File: src/rtl/fwd_hazard_unit.sv
// Shadow copy of EX/MEM/WB destination state beside the ID/EX register:
// drives the two ALU-operand forwarding selects and the load-use stall.
module fwd_hazard_unit #(
    parameter int REG_W = 5,
    parameter int CNT_W = 16
) (
    input  logic             clk,
    input  logic             rst_n,
    input  logic             id_valid,
    input  logic [REG_W-1:0] id_rs1,
    input  logic [REG_W-1:0] id_rs2,
    input  logic             id_rs1_used,
    input  logic             id_rs2_used,
    input  logic [REG_W-1:0] id_rd,
    input  logic             id_reg_write,
    input  logic             id_mem_read,
    input  logic             flush,
    output logic             stall,
    output logic [1:0]       fwd_a,
    output logic [1:0]       fwd_b,
    output logic [CNT_W-1:0] stall_cnt
);

    logic             ex_valid_q, ex_valid_d;
    logic [REG_W-1:0] ex_rs1_q, ex_rs1_d;
    logic [REG_W-1:0] ex_rs2_q, ex_rs2_d;
    logic             ex_rs1_used_q, ex_rs1_used_d;
    logic             ex_rs2_used_q, ex_rs2_used_d;
    logic [REG_W-1:0] ex_rd_q, ex_rd_d;
    logic             ex_reg_write_q, ex_reg_write_d;
    logic             ex_mem_read_q, ex_mem_read_d;

    logic             mem_valid_q;
    logic [REG_W-1:0] mem_rd_q;
    logic             mem_reg_write_q;

    logic             wb_valid_q;
    logic [REG_W-1:0] wb_rd_q;
    logic             wb_reg_write_q;

    logic [CNT_W-1:0] stall_cnt_q, stall_cnt_d;

    // x0 is hardwired, so a write to it never produces a forwardable value.
    function automatic logic writes_reg(input logic             valid,
                                        input logic             reg_write,
                                        input logic [REG_W-1:0] rd,
                                        input logic [REG_W-1:0] r);
        return valid && reg_write && (rd == r) && (r != '0);
    endfunction

    // A flush kills the consumer in ID, so it never needs to wait on the load.
    always_comb begin
        stall = 1'b0;
        if (!flush && id_valid && ex_valid_q && ex_mem_read_q && (ex_rd_q != '0)) begin
            stall = (id_rs1_used && (id_rs1 == ex_rd_q)) ||
                    (id_rs2_used && (id_rs2 == ex_rd_q));
        end
    end

    always_comb begin
        ex_valid_d     = id_valid;
        ex_rs1_d       = id_rs1;
        ex_rs2_d       = id_rs2;
        ex_rs1_used_d  = id_rs1_used;
        ex_rs2_used_d  = id_rs2_used;
        ex_rd_d        = id_rd;
        ex_reg_write_d = id_reg_write;
        ex_mem_read_d  = id_mem_read;
        if (stall || flush) begin
            ex_valid_d = 1'b0;
        end

        stall_cnt_d = stall_cnt_q;
        if (stall && (stall_cnt_q != '1)) begin
            stall_cnt_d = stall_cnt_q + CNT_W'(1);
        end
    end

    // MEM and WB simply trail EX; only EX can take a bubble.
    always_ff @(posedge clk or negedge rst_n) begin
        if (!rst_n) begin
            ex_valid_q      <= 1'b0;
            ex_rs1_q        <= '0;
            ex_rs2_q        <= '0;
            ex_rs1_used_q   <= 1'b0;
            ex_rs2_used_q   <= 1'b0;
            ex_rd_q         <= '0;
            ex_reg_write_q  <= 1'b0;
            ex_mem_read_q   <= 1'b0;
            mem_valid_q     <= 1'b0;
            mem_rd_q        <= '0;
            mem_reg_write_q <= 1'b0;
            wb_valid_q      <= 1'b0;
            wb_rd_q         <= '0;
            wb_reg_write_q  <= 1'b0;
            stall_cnt_q     <= '0;
        end else begin
            ex_valid_q      <= ex_valid_d;
            ex_rs1_q        <= ex_rs1_d;
            ex_rs2_q        <= ex_rs2_d;
            ex_rs1_used_q   <= ex_rs1_used_d;
            ex_rs2_used_q   <= ex_rs2_used_d;
            ex_rd_q         <= ex_rd_d;
            ex_reg_write_q  <= ex_reg_write_d;
            ex_mem_read_q   <= ex_mem_read_d;
            mem_valid_q     <= ex_valid_q;
            mem_rd_q        <= ex_rd_q;
            mem_reg_write_q <= ex_reg_write_q;
            wb_valid_q      <= mem_valid_q;
            wb_rd_q         <= mem_rd_q;
            wb_reg_write_q  <= mem_reg_write_q;
            stall_cnt_q     <= stall_cnt_d;
        end
    end

    // MEM holds the newer value, so it is checked before WB.
    always_comb begin
        fwd_a = 2'b00;
        fwd_b = 2'b00;
        if (ex_valid_q) begin
            if (ex_rs1_used_q && writes_reg(mem_valid_q, mem_reg_write_q, mem_rd_q, ex_rs1_q)) begin
                fwd_a = 2'b01;
            end else if (ex_rs1_used_q && writes_reg(wb_valid_q, wb_reg_write_q, wb_rd_q, ex_rs1_q)) begin
                fwd_a = 2'b10;
            end
            if (ex_rs2_used_q && writes_reg(mem_valid_q, mem_reg_write_q, mem_rd_q, ex_rs2_q)) begin
                fwd_b = 2'b01;
            end else if (ex_rs2_used_q && writes_reg(wb_valid_q, wb_reg_write_q, wb_rd_q, ex_rs2_q)) begin
                fwd_b = 2'b10;
            end
        end
    end

    assign stall_cnt = stall_cnt_q;

endmodule
File: config.mk
export PLATFORM = sky130hd
export DESIGN_NAME = fwd_hazard_unit
export DESIGN_NICKNAME = d
export VERILOG_FILES = /design/src/rtl/fwd_hazard_unit.sv
export SDC_FILE = /design/constraint.sdc
export NUM_CORES = 1
export LEC_CHECK = 0
export CORE_MARGIN = 3
export CORE_UTILIZATION = 46
export CTS_CLUSTER_DIAMETER = 200
export DETAILED_ROUTE_END_ITERATION = 16
export GPL_TIMING_DRIVEN = 0
export PLACE_DENSITY = 0.85
export SLEW_MARGIN = 10
export SYNTH_ARGS = -nofsm -noshare
export SYNTH_HDL_FRONTEND = slang
export SYNTH_SLANG_ARGS = --single-unit
File: constraint.sdc
create_clock -name clk -period 1.6 [get_ports clk]
set_input_delay 0.32 -clock clk [delete_from_list [all_inputs] [get_ports clk]]
set_output_delay 0.32 -clock clk [all_outputs]
set_load 0.005 [all_outputs]
# == Word level (Yosys, flattened, before mapping) ==
# Index checks and enable logic that the tools add are counted.
# op_classes
reduce_logical,27
n_addsub,1
eq_ne,7
n_mux,8
# ops
op,n
equality test 5 bit,6
logical AND 1 bit,21
"adder 16 x 1 -> 16 bit, second input constant",1
"inequality test 16 bit, second input constant",1
nonzero test 5 bit,3
two-way mux 2 bit,6
logical OR 1 bit,2
two-way mux 1 bit,2
logical NOT 1 bit,1
# totals
reg_bits,50
in_bits,23
word_cells,58
output_inout_bits,21

# == Logic depth before layout (Yosys ltp) ==
# Gate-level depths: netlist (run 1).
# logic_depth
ltp_word,8
depth_mapped,7
mapped_depth_nobuf,6

# == Worst setup path before layout (run 1) ==
# Ideal clock, no wire load.
# synth_path
path_kind,register to register
from,register ex_rd_q[1]
to,"register stall_cnt_q[1], in the netlist stall_cnt[1]"
t_arrival_ns,1.656
setup_slack_ns,-0.183
required_ns,1.473
period_less_slack_ns,1.783
path_stages_with_launch,6
setup_time_ns,0.127
n_path_buf,0
cell_sequence,dfrtp_1 > or4_1 > o2111ai_2 > nor2_2 > nand2_1 > mux2_1
# synth_via
elab_chain_cells,5
elab_cells_between_ends,9
classes_between,eq/ne (2); mux (1); reduce/logical (6)
# synth_lines
element,line_no,text
from (decl),29,"logic [REG_W-1:0] ex_rd_q, ex_rd_d;"
from (signal assigned),103,ex_rd_q <= ex_rd_d;
"equality test 5 bit, on equally long branches","55, 56",
"logical AND 1 bit, on equally long branches","55, 56",
logical OR 1 bit,55,stall = (id_rs1_used && (id_rs1 == ex_rd_q)) ||
two-way mux 1 bit *,54,if (!flush && id_valid && ex_valid_q && ex_mem_read_q && (ex_rd_q != '0)) begin
logical AND 1 bit *,74,if (stall && (stall_cnt_q != '1)) begin
to (signal assigned),112,stall_cnt_q <= stall_cnt_d;
to (decl),41,"logic [CNT_W-1:0] stall_cnt_q, stall_cnt_d;"
# Mark *: on every way between the ends. The rest lies on a longest branch, timed or not.
# A chain may end at the register's enable or synchronous reset.

# == Worst setup path after layout (run 1) ==
# layout_path
from,register ex_rs1_q[2]
to,output port fwd_a[1]
# layout_via
elab_chain_cells,7
elab_cells_between_ends,12
classes_between,eq/ne (2); mux (3); reduce/logical (7)
# layout_lines
element,line_no,text
from (decl),25,"logic [REG_W-1:0] ex_rs1_q, ex_rs1_d;"
from (signal assigned),99,ex_rs1_q <= ex_rs1_d;
equality test 5 bit,48,return valid && reg_write && (rd == r) && (r != '0);
logical AND 1 bit (2 in a row),48,
logical AND 1 bit,123,"end else if (ex_rs1_used_q && writes_reg(wb_valid_q, wb_reg_write_q, wb_rd_q, ex_rs1_q)) begin"
two-way mux 2 bit,123,
two-way mux 2 bit *,121,"if (ex_rs1_used_q && writes_reg(mem_valid_q, mem_reg_write_q, mem_rd_q, ex_rs1_q)) begin"
two-way mux 2 bit *,120,if (ex_valid_q) begin
to (decl),19,"output logic [1:0] fwd_a,"
# Marks and branches as above.

==> results of run 1 <==
## sequential cells by signal (all words and copies together) (netlist names), 5 cells and up
| register | count |
|---|---|
| wb_rd_q | 5 |
| stall_cnt | 16 |
| ex_rd_q | 5 |
| ex_rs2_q | 5 |
| mem_rd_q | 5 |
| ex_rs1_q | 5 |
## cells by family after synthesis
| logic type | synth area share [%] |
|---|---|
| adders and majority gates | 0.577 |
| buffers and inverters | 1.56 |
| xor gates and xnor gates | 17.8 |
| DFF | 57.7 |
| AOI/OAI and AO/OA | 2.31 |
| and+or+nand+nor | 19.6 |
| muxes | 0.519 |
## cell usage after synthesis (all sizes together), types with 2 or more instances
cell type	n
nor3	3
nor2	2
nor4	7
and2	5
buf	2
dfrtp	50
nand3	10
nor2b	2
xor2	8
or4	5
and3	3
xnor2	36
nand4	12
inv	3
and4	2
o21ai	2
nand2	11
## layer usage
| layer | track usage (%) | vias up | wire length, um | part of all wire, % |
|---|---|---|---|---|
| met5 | 0 | - | 0 | 0 |
| met1 | 30.3 | 901 | 2640 | 39 |
| met4 | 8.30 | 0 | 287 | 4.3 |
| met2 | 37.3 | 79 | 3510 | 52 |
| li1 | - | 812 | - | - |
| met3 | 4.27 | 21 | 308 | 4.6 |
## layout make-up
cell class / count / area share, %
buffer: 2 / 0.995
inverter: 3 / 0.320
clock inverter: 2 / 0.355
timing repair buffer: 97 / 27.4
clock buffer: 6 / 2.35
sequential: 50 / 35.8
multi-input combinational: 115 / 31.0
tap: 52 / 1.85
## placed cells by master (no fill, tap or decap), drive strengths merged, types with 2 or more instances in the layout
cell and instances:
or4 5, dlymetal6s2s 10, and4 2, nor2b 2
nand4 12, nand3 10, nor3 3, clkdlybuf4s50 26
nand2 11, nor2 2, o21ai 2, and2 5
dfrtp 50, xnor2 36, xor2 8, clkbuf 7
buf 59, inv 3, nor4 7, and3 3
## through the flow
step	worst slack, ns	utilization [%]	setup TNS, ns	area (um^2)
after floorplan	-0.170	-	-1.29	2190
after global placement	-1.13	60.5	-67.60	2690
after detailed placement	-1.01	60.8	-11.69	2700
final	-0.626	79.2	-8.75	3520
after CTS	-0.626	73.5	-8.94	3270
after global routing	-0.684	79.2	-10.25	3520
## power groups by stage
stage | sequential (mW) | combinational, mW | clock (mW)
CTS | 1.35 | 0.279 | 0.771
detailed placement | 1.38 | 0.196 | 0
global placement | 1.38 | 0.187 | 0
finish | 1.36 | 0.312 | 0.771
global route | 1.36 | 0.334 | 0.827
floorplan | 1.37 | 0.0870 | 0
## worst min path at each step
stage	cells past startpoint	slack (ns)	start	end
detailed placement	1	0.22	rst_n	stall_cnt[11]
CTS	0	0.36	ex_reg_write_q	mem_reg_write_q
floorplan	0	0.02	rst_n	ex_mem_read_q
finish	0	0.36	ex_reg_write_q	mem_reg_write_q
global placement	0	0.34	ex_reg_write_q	mem_reg_write_q
global route	0	0.38	ex_reg_write_q	mem_reg_write_q
## worst register-to-register path, cell delays in order (launching register included)
cell and delay (ns):
sky130_fd_sc_hd__dfrtp_1 0.41, sky130_fd_sc_hd__or4_4 0.54, sky130_fd_sc_hd__o2111ai_2 0.22, sky130_fd_sc_hd__inv_1 0.09, sky130_fd_sc_hd__buf_4 0.15, sky130_fd_sc_hd__buf_6 0.11
sky130_fd_sc_hd__buf_6 0.10, sky130_fd_sc_hd__buf_6 0.10, sky130_fd_sc_hd__buf_6 0.10, sky130_fd_sc_hd__o211ai_1 0.12, sky130_fd_sc_hd__a21oi_1 0.11
## timing repair
item	CTS	global route
gates resized for setup	61	34
setup endpoints to repair	27	36
setup buffers	34	22
hold buffers	1	0
endpoints found under the hold margin	11	0
gates cloned	2	0
pin swaps	25	14
==> flow_results.org, run 1 <==
** Global routing
- The via count of the first global-routing pass is 1,772.
- Antenna violations before repair :: 0
- The first global-routing pass estimated 9350 um of wire.
- Largest net degree at the start of global routing :: 40
- Remaining global-route overflow :: 0
- Global routing used ~23% of the available tracks.

** Finish
- Fill cells :: between 200 and 250
- Non-filler cells in the finished layout :: roughly 330
- In the final layout, the share of cells above drive strength 1 is 40.7%.
- Ant diodes :: 0
- Summing all flip-flop and latch instances after layout gives between 1000 and 1500 um^2.
- At the end of the flow, the number of nets in the layout was roughly 300.
- Combined area of the multi-input logic cells :: approximately 1100 um^2
- Compared with the post-synthesis result, the final layout area differs by 62.4%.

** Floorplan
- Once the floorplan was initialized, standard cells occupied 48.8% of the core.
- For this design the top-level I/O count stands at 44.
- After floorplanning, the core was divided into 24 placement rows.
- Full die area :: approximately 5600 um^2
- The floorplan step defined a core boundary enclosing 4440 um^2.
- Die H :: 74.7 um
- Die Wd :: roughly 75 um

** Yosys
- Count of cell types in the netlist :: 30
- The most used flip-flop cell after synthesis is sky130_fd_sc_hd__dfrtp_1.
- The synthesized design contains 50 register bits.
- Sequential cell area fraction in the yosys report :: between 50% and 60%
- Number of enable-type register cells in the synthesized netlist :: 0
- The cell area that synthesis handed to floorplanning was 2170 um^2.
- In this run the biggest area consumer among cell types represents 57.7% of the synthesized area.
- During synthesis, Yosys emitted a total of 0 warnings.
- Synthesis produced 170 cells.
- When the netlist entered floorplanning its net count stood at approximately 190.
- A synthesized cell averages approximately 13 um^2.
- Ranked by total cell area, the synthesized netlist is headed by sky130_fd_sc_hd__dfrtp_1, sky130_fd_sc_hd__xnor2_1, sky130_fd_sc_hd__xor2_1.
- Fraction of synthesis flops using an asynchronous set or reset pin :: between 90% and 100%
- sky130_fd_sc_hd__dfrtp_1 takes more of the synthesized area than any other cell.

** Routing
- Dividing the detail-routed wire length by the instance count gives 20.6 um.
- For this run, design rule violations remaining after detail routing come to 0.
- Using the TritonRoute via totals, the vias-per-cell ratio works out to ~5.5.
- Across all layers, the routed design uses 1,813 vias.
- The first detailed-routing pass took 4 iterations.
- The detailed router finished its first iteration with ~150 violations.
- Remaining antenna violation count after routing :: 0
- Total detailed-routing wirelength :: ~6700 um

** CTS
- In this run the deepest clock path goes through 2 buffers.
- For the worst-skew pair, the clock arrives at the later sink with an insertion delay of a little over 0.3 ns.
- The clock net in this run drives a total of 50 sinks.
- Clock tree synthesis selected as its root buffer the cell sky130_fd_sc_hd__clkbuf_8.
- Buffers inserted during clock tree synthesis total 5.
- Clock edge transition at the registers on the reported setup and hold paths :: 0.09 ns
- TritonCTS built the clock tree.
- The clock tree synthesis step divided the H-tree into 2 levels.

** Worst hold path
- Path class of the lowest-slack min-delay path :: flop to flop

** Setup path
- Crit path depth :: 5
- Grouping stages by cell kind, the critical path spends the most delay in simple AND/OR/NAND/NOR gates.
- Endpoint class of the critical path :: output port
- Worst Setup SP :: ex_rs1_q[2]
- Launching point of the worst reg2reg path :: ex_rd_q[2]
- The most critical setup path has its endpoint at fwd_a[1].
- The critical path is of the flop to output port type.
- Reg-to-reg endpoint :: stall_cnt[12]
- On the critical path, the stage with the largest delay is an instance of sky130_fd_sc_hd__or4_4.
- The number of cells on the worst reg-to-reg path is 10.
- Data arrival at the endpoint of the critical path :: between 1.5 and 2 ns
- STA classifies the critical path startpoint as a flop.
- For the worst setup path, the data required time is between 1 and 1.5 ns.
- The number of buffers and inverters on the critical path is 1.
- Max incr delay on CP :: about 0.57 ns
- Flop2flop setup slack :: -0.57 ns
- The signal on the critical path passes through or4_4, o21ai_4, nor4_4, nor4_1, buf_2.
- Highest net fanout along the worst path :: 2

** Power and ir drop
- Part of the power in combinational logic :: about an eighth
- For this design the ratio of total power to cell area is roughly 700 nW/um^2.
- Net switching is between 20% and 30% of the power.
- The internal power of the cells totals around 1.8 mW.
- The analysis attributes to net switching a power of 0.606 mW.
- The analysis attributes to cell leakage a power of roughly 1.7 nW.
- After layout, the design draws a total of about 2.4 mW.
- Part of the power in the clock network :: 31.6%
- Largest voltage drop on the vdd net :: 0.594 mV
- Seq pwr share :: between 50 and 60%

** STA
- Setup violations remaining at the end of the flow were counted as 22.
- Across all hold checks on the routed design, the worst slack comes to approximately 0.36 ns.
- Number of hold-slack violations in the final timing report :: 0
- Fin worst setup slack :: -0.626 ns
- After layout, the minimum clock period comes to ~2.2 ns.
- Measured against its own limit, the worst slew margin works out to around three quarters.
- Based on the critical path, the design can be clocked at up to about 0.45 GHz.
- At the pin with the least slew margin, the transition time is 0.372 ns.
- Setup repair after global routing could not meet its margin everywhere.
- On the final layout, the worst clock skew is between 0.01 and 0.015 ns.
- Part of the cycle the worst path needs :: 139%
- Count of final max-slew check failures :: 0

** Placement
- Buffers placed on the I/O ports in this run total 43.
- Number of cells in the design after placement :: 266
- Hpwl dp :: around 3200 um
- At the end of routability-driven placement, the weighted congestion stood at between 0.8 and 0.9.

** Run status
- Failing checks :: negative setup slack
- Status :: finished with violations

** Job
- Across the run, the number of max-cap violations was 0.
Note: power is estimated with default switching activity, not from simulation.
==> run 2, diff against run 1 <==
CORE_UTILIZATION = 55   (was 46)
DONT_BUFFER_PORTS = 1   (was not set)
PLACE_DENSITY = 0.82   (was 0.85)
==> run 2 against run 1 <==
The flow still finishes with violations (negative setup slack); clock-buffer cell count shrank 1; sequential share of layout area grew 9.1 points; core utilization shrank 4.6 points; critical path depth shrank 2; combinational power shrank 37%; clock power is essentially flat; clock skew shrank 0.0011 ns; power shrank 4.4%; non-clock buffer count shrank 79; sequential cell count is the same; final area shrank 21%; highest routed layer unchanged.
==> flow_results.org, run 2 (synthesis results as in run 1) <==
** Run status
- The run finished, with violations left.
- Failing checks :: negative setup slack

** Power and ir drop
- The relative contribution of the clock network to total power came to 33.1% (+1.5 points).
- Largest voltage drop on the vdd net :: 0.762 mV (+28%)
- The switching power is 0.600 mW (-0.95%).
- The switching part of the total power came to 25.7% (+0.89 points).
- Internal Pwr Total :: 1.73 mW (-5.5%)
- The portion of total power attributed to combinational logic came to 8.5% (-4.3 points).
- The portion of total power attributed to sequential cells is 58.4% (+2.8 points).
- Leak Pwr :: 1.18 nW (-31%)
- Power density over cell area :: 835 nW/um^2 (+20%)

** Setup path
- In this run the critical register-to-register path is captured at stall_cnt[1].
- The critical path is of the flop to output port type.
- Data arrival at the endpoint of the critical path :: 1.84 ns (-0.07 ns)
- CP endpoint :: fwd_a[1]
- Endpoint class of the critical path :: output port
- Max incr delay on CP :: 0.55 ns (-0.02 ns)
- The depth of the worst register-to-register path is 7 (-3).
- Worst Setup SP :: ex_valid_q
- The worst reg-to-reg setup slack was -0.48 ns (+0.09 ns).
- Type of origin of the critical path :: flop
- The number of logic stages on the critical path including buffering is 3 (-2).
- The startpoint identified for the worst register-to-register timing path is ex_rd_q[4].
- Cell family with the largest share of critical-path delay :: simple AND/OR/NAND/NOR gates
- Cells traversed along the worst timing path :: nand3_1, or4_4, nor4_4
- The buffers plus inverters on the worst setup path came to 0 (-1).
- The slowest stage of the critical path is the sky130_fd_sc_hd__or4_4 cell.
- Highest net fanout along the worst path :: 5 (+3)
- Data required time of the worst path :: 1.28 ns (about the same)

** STA
- Setup repair after global routing could not meet its margin everywhere.
- Time the worst path needs with I/O delays and setup :: 2.16 ns (-0.0702 ns)
- Finish-stage setup viols :: 22 (unchanged)
- The setup slack after layout came to -0.556 ns (+0.0702 ns).
- The final hold violation count was 0 (unchanged).
- Worst Skew :: 0.0102 ns (-0.00110 ns)
- The upper clock frequency limit came to 0.464 GHz (+3.3%).
- Slew of the pin with the lowest slew margin :: 0.508 ns (+0.137 ns)
- Part of the cycle the worst path needs :: 135% (-4.4 points)
- The final-report max-slew violation count is 0 (unchanged).
- Relative max-transition margin :: 65.8% (-9.2 points)

** Global routing
- Global-route wire length before repair :: 7780 um (-17%)
- The total global-route track usage is 23.2% (+0.47 points).
- The maximum number of pins on one net before global-route repair is 51 (+28%).
- The via count of the first global-routing pass was 1,549 (-13%).
- The remaining global-route overflow was 0 (unchanged).
- The number of antenna violations at the first check in global routing was 0 (unchanged).

** CTS
- The sink count of the clock tree came to 50 (unchanged).
- The number of CTS-inserted buffers came to 5 (unchanged).
- Clock edge transition at the registers on the reported setup and hold paths :: 0.10 ns (about the same)
- TritonCTS clock tree :: built
- Buffers from clock root to sink, at most :: 2 (unchanged)
- Cell at the root of the clock tree :: sky130_fd_sc_hd__clkbuf_8
- The maximum level of the CTS H-tree was 2 (unchanged).
- The clock insertion delay at the later pin of the skew report is 0.31 ns (about the same).

** Floorplan
- Die Wd :: 68.8 um (-7.9%)
- Starting utilization of the core area :: 57.9% (+9.1 points)
- The standard-cell row count was 22 (-8.3%).
- The area of the placeable core was 3740 um^2 (-16%).
- Number of primary I/O pins :: 44 (unchanged)
- The die outline area is 4730 um^2 (-15%).
- Die H :: 68.8 um (-7.9%)

** Placement
- The area after detailed placement came to 2250 um^2 (-17%).
- Quantity of I/O buffers inserted on ports :: 0 (-100%)
- Worst Setup Slack post-DPL :: -0.320 ns (+0.694 ns)
- The routability congestion estimate was 0.858 (+6.4%).
- Hpwl dp :: 3160 um (-1.5%)

** Routing
- Routed via count :: 1,446 (-20%)
- The number of vias per cell is 5.93 (+6.9%).
- DR iter-0 viols :: 68 (-54%)
- The average wire per standard cell came to 21.4 um (+3.8%).
- The first-pass iteration count of the detailed router came to 4 (unchanged).
- The final routed DRC violation total came to 0 (unchanged).
- The residual antenna-violating net count after detailed routing was 0 (unchanged).
- The total wire length after detailed routing is 5220 um (-23%).

** Finish
- Compared with the post-synthesis result, the final layout area differs by 28.9%.
- Total number of nets in the final design :: 219 (-27%)
- The number of flip-flops under the largest register name came to 16 (unchanged).
- Ant diodes :: 0 (unchanged)
- Final instance area :: 2800 um^2 (-21%)
- The layout cell share with drive strength beyond 1 is 36.2% (-4.5 points).
- Leaving out fill and tap cells, the most frequent cell in the layout is sky130_fd_sc_hd__dfrtp_1.
- The library cells used most frequently in the layout, excluding fill and tap cells, are sky130_fd_sc_hd__dfrtp_1, sky130_fd_sc_hd__xnor2_1, sky130_fd_sc_hd__buf_4.

** Job
- The max-cap violation count came to 0 (unchanged).

** Worst hold path
- The worst hold path belongs to the class input pin to flop.
run 2: cell count changes in the layout (fill, tap and decap cells not counted), sizes merged:
cell	delta
dlygate4sd2	-1
clkinvlp	-1
clkbuf	-1
dlymetal6s2s	-10
bufbuf	-1
buf	-41
inv	+1
clkinv	+1
clkdlybuf4s50	-26
run 2: through the flow:
step	hold slack, ns	TNS (ns)	cells	utilization, %	power (mW)
after detailed placement	0.0257	-4.09	218	60.2	1.48
after global placement	0.0256	-3.70	218	60.2	1.48
after floorplan	0.0244	-1.29	170	-	1.46
after CTS	0.0178	-5.75	237	70.0	2.31
after global routing	0.00492	-9.90	244	74.7	2.44
final	0.0234	-8.50	244	74.7	2.33
run 2: power by group through the flow:
stage | Combinational, mW | Clock (mW) | Sequential, mW
2_1_floorplan | 0.0870 | 0 | 1.37
3_3_place_gp | 0.0968 | 0 | 1.38
3_5_place_dp | 0.101 | 0 | 1.38
4_1_cts | 0.167 | 0.791 | 1.36
5_1_grt | 0.216 | 0.851 | 1.37
6_report | 0.198 | 0.773 | 1.36
run 2: timing repair:
action | CTS | global route
gates resized for setup | 28 | 19
hold endpoints to repair | 50 | 0
gates cloned | 1 | 1
setup endpoints to repair | 22 | 22
buffers inserted | 15 | 6
pin swaps | 19 | 11
hold buffers | 2 | 0
run 2: layout make-up:
class                      instances  area [um^2]
buffer                             2         40.0
clock buffer                       5         68.8
clock inverter                     3         28.8
fill                             232          948
inverter                           3         11.3
multi-input combinational        115         1120
sequential                        50         1250
tap                               48         60.1
timing repair buffer              18          206
run 2: worst reg2reg max path, delay by kind of cell (launching register included):
kind | cells | cell delay [ns]
AOI/OAI and AO/OA | 1 | 0.27
buffers and inverters | 2 | 0.23
DFF | 1 | 0.43
muxes | 1 | 0.30
and+or+nand+nor | 3 | 0.75
run 2: per-layer routing:
layer,vias to the layer above,wire length (um),track usage [%]
li1,647,-,-
met1,752,2130,29.0
met2,40,2760,38.6
met3,7,252,6.65
met4,0,81,7.79
met5,-,0,0
run 2: worst min path at each step:
stage | to | from | depth (start not counted) | slack, ns
after floorplan | ex_mem_read_q | rst_n | 0 | 0.02
after global placement | wb_valid_q | rst_n | 0 | 0.03
after detailed placement | wb_reg_write_q | rst_n | 0 | 0.03
after CTS | ex_rd_q[0] | id_rd[0] | 0 | 0.02
after global routing | ex_rs2_q[3] | id_rs2[3] | 0 | 0.005
final | ex_rd_q[3] | id_rd[3] | 0 | 0.02
==> run 3, diff against run 2 <==
SKIP_CTS_REPAIR_TIMING = 1   (was not set)
==> run 3 against run 2 <==
The run still ends with negative setup slack left; non-clock buffer count did not move; via count increased by 2.1%; highest routed layer unchanged; clock power decreased by 0.9%; critical path depth rose by 1; global-route usage fell by 2.7 points; wire length up 2.9%.
==> flow_results.org, run 3 (synthesis results as in run 1) <==
** STA
- Number of hold-slack violations in the final timing report :: 0 (unchanged)
- Worst Skew :: 0.00962 ns (-0.000615 ns)
- Relative max-transition margin :: 64.5% (-1.3 points)
- Fin Hold WS :: 0.0271 ns (+0.00371 ns)
- Part of the cycle the worst path needs :: 137% (+2.4 points)
- The total negative slack is -6.17 ns (+2.34 ns).
- The final critical-path required period came to 2.19 ns (+0.0380 ns).
- Fin worst setup slack :: -0.594 ns (-0.0380 ns)
- Slew of the pin with the lowest slew margin :: 0.528 ns (+0.0196 ns)
- The upper clock frequency limit was 0.456 GHz (-1.7%).
- Count of final max-slew check failures :: 0 (unchanged)
- Finish-stage setup viols :: 21 (-4.5%)
- Setup repair after global routing could not meet its margin everywhere.

** Finish
- The number of inserted filler cells in the final layout is 233 (+0.43%).
- The area of the multi-input gates was 1170 um^2 (+3.8%).
- Share of final-layout standard cells stronger than drive strength 1 :: 37.8% (+1.5 points)
- The area of all placed cells without fillers was 2820 um^2 (+0.81%).
- Synth-to-layout area growth :: 29.9%
- Ant diodes :: 0 (unchanged)
- In the layout the commonest cells are sky130_fd_sc_hd__dfrtp_1, sky130_fd_sc_hd__xnor2_1, sky130_fd_sc_hd__xnor2_2, sky130_fd_sc_hd__buf_4.
- The number of standard cells in the layout, taps in and fillers out was 244 (unchanged).
- The number of flip-flops under the largest register name is 16 (unchanged).
- Commonest non-fill, non-tap cell in the layout :: sky130_fd_sc_hd__dfrtp_1
- Total number of nets in the final design :: 219 (unchanged)
- The final design utilization was 75.3% (+0.60 points).
- Storage element area :: 1250 um^2 (unchanged)

** Power and ir drop
- Largest voltage drop on the vdd net :: 0.730 mV (-4.3%)
- The overall power of the completed layout came to 2.33 mW (about the same).
- The total power density per cell area came to 828 nW/um^2 (-0.81%).
- Leak Pwr :: 1.23 nW (+4.4%)

** Worst hold path
- Path class of the lowest-slack min-delay path :: input pin to flop
- The number of cells on the worst hold path is 0 (unchanged).
- Startpoint of the most critical hold path :: id_rs2[0]

** Global routing
- The total global-route track usage was 20.5% (-2.7 points).
- Global-route wire length before repair :: 7000 um (-10%)
- Via count of the first global-routing pass :: 1,413 (-8.8%)
- Remaining global-route overflow :: 0 (unchanged)
- Largest net degree at the start of global routing :: 51 (unchanged)
- The number of antenna violations at the first check in global routing is 0 (unchanged).

** Routing
- The first-pass iteration count of the detailed router came to 4 (unchanged).
- Total detailed-routing wirelength :: 5370 um (+2.9%)
- Routed length per instance :: 22.0 um (+2.9%)
- The number of vias per cell is 6.05 (+2.1%).
- The final routed DRC violation total was 0 (unchanged).
- The residual antenna-violating net count after detailed routing is 0 (unchanged).
- DR iter-0 viols :: 93 (+37%)
- Routed via count :: 1,476 (+2.1%)

** Setup path
- The critical path starts at ex_rs2_q[2].
- The largest fanout of any net on the critical path came to 3 (-2).
- Data required time of the worst path :: 1.28 ns (about the same)
- Cell type with the highest occurrence count on the critical path :: sky130_fd_sc_hd__nor4_2
- The slowest stage of the critical path is the sky130_fd_sc_hd__or4_4 cell.
- The largest incremental delay on the critical path was 0.55 ns (about the same).
- The depth of the worst register-to-register path is 6 (-1).
- Type of origin of the critical path :: flop
- STA classifies the critical path endpoint as an output port.
- The arrival time of the worst setup path is 1.87 ns (+0.03 ns).
- In this run the worst setup path terminates at fwd_b[1].
- The endpoint identified for the worst register-to-register timing path is stall_cnt[1].
- The worst register-to-register path begins at ex_rd_q[2].
- The worst reg-to-reg setup slack was -0.31 ns (+0.17 ns).
- Cells traversed along the worst timing path :: or4_4, o21ai_4, nor4_2, nor4_2
- Critical Setup Path Class :: flop to output port

** CTS
- Number of levels in the clock H-tree :: 2 (unchanged)
- The number of CTS-inserted buffers came to 5 (unchanged).
- Clock tree synthesis selected as its root buffer the cell sky130_fd_sc_hd__clkbuf_8.
- Clock edge transition at the registers on the reported setup and hold paths :: 0.10 ns (about the same)
- Buffers from clock root to sink, at most :: 2 (unchanged)
- Number of sinks driven by the clock tree :: 50 (unchanged)
- TritonCTS clock tree :: built
- Clock latency on the worst-skew pair :: 0.31 ns (about the same)

** Placement
- Number of cells in the design after placement :: 218 (unchanged)
- GPL Wtd Cong :: 0.858 (unchanged)
- Hpwl dp :: 3160 um (unchanged)
- Worst Setup Slack post-DPL :: -0.320 ns (unchanged)
- The area after detailed placement was 2250 um^2 (unchanged).
- Quantity of I/O buffers inserted on ports :: 0 (unchanged)

** Run status
- The flow ran to the end, but the final reports show violations.
- The checks that failed: negative setup slack.

** Floorplan
- The initial core utilization came to 57.9% (unchanged).
- The standard-cell row count came to 22 (unchanged).
- Die Wd :: 68.8 um (unchanged)
- The die outline area is 4730 um^2 (unchanged).
- The height of the die is 68.8 um (unchanged).
- Number of primary I/O pins :: 44 (unchanged)
- The area of the placeable core is 3740 um^2 (unchanged).

** Job
- The max-cap violation count is 0 (unchanged).
## run 3: cell counts in the layout (fill, tap and decap cells not counted)
Identical to the previous run, type by type.
## run 3: power by group
| part | internal, mW | total, mW | switching, mW |
|---|---|---|---|
| combinational | 0.102 | 0.199 | 0.0962 |
| clock | 0.324 | 0.766 | 0.442 |
| sequential | 1.31 | 1.37 | 0.0603 |
| total | 1.74 | 2.33 | 0.598 |
## run 3: per-layer routing
metal / GRT usage (%) / up-vias / share of wire [%]
li1: - / 650 / -
met1: 27.3 / 755 / 39
met2: 31.7 / 58 / 51
met3: 6.81 / 13 / 7.0
met4: 6.57 / 0 / 2.3
met5: 0 / - / 0
## run 3: area by class of cell
type,count,share of cell area (%)
tap,48,2.13
multi-input combinational,115,41.4
buffer,2,1.42
clock buffer,5,2.44
sequential,50,44.5
inverter,3,0.400
timing repair buffer,18,6.62
clock inverter,3,1.02
## run 3: worst min-delay path by stage
stage | slack, ns | endpoint
global placement | 0.03 | wb_valid_q
finish | 0.03 | ex_rs2_q[0]
CTS | -0.32 | mem_rd_q[3]
detailed placement | 0.03 | wb_reg_write_q
floorplan | 0.02 | ex_mem_read_q
global route | 0.007 | ex_rd_q[4]
## run 3: critical path, delay by kind of cell (launching register included)
family | cells | cell delay (ns)
flops | 1 | 0.46
compound gates | 1 | 0.17
simple gates | 3 | 0.94
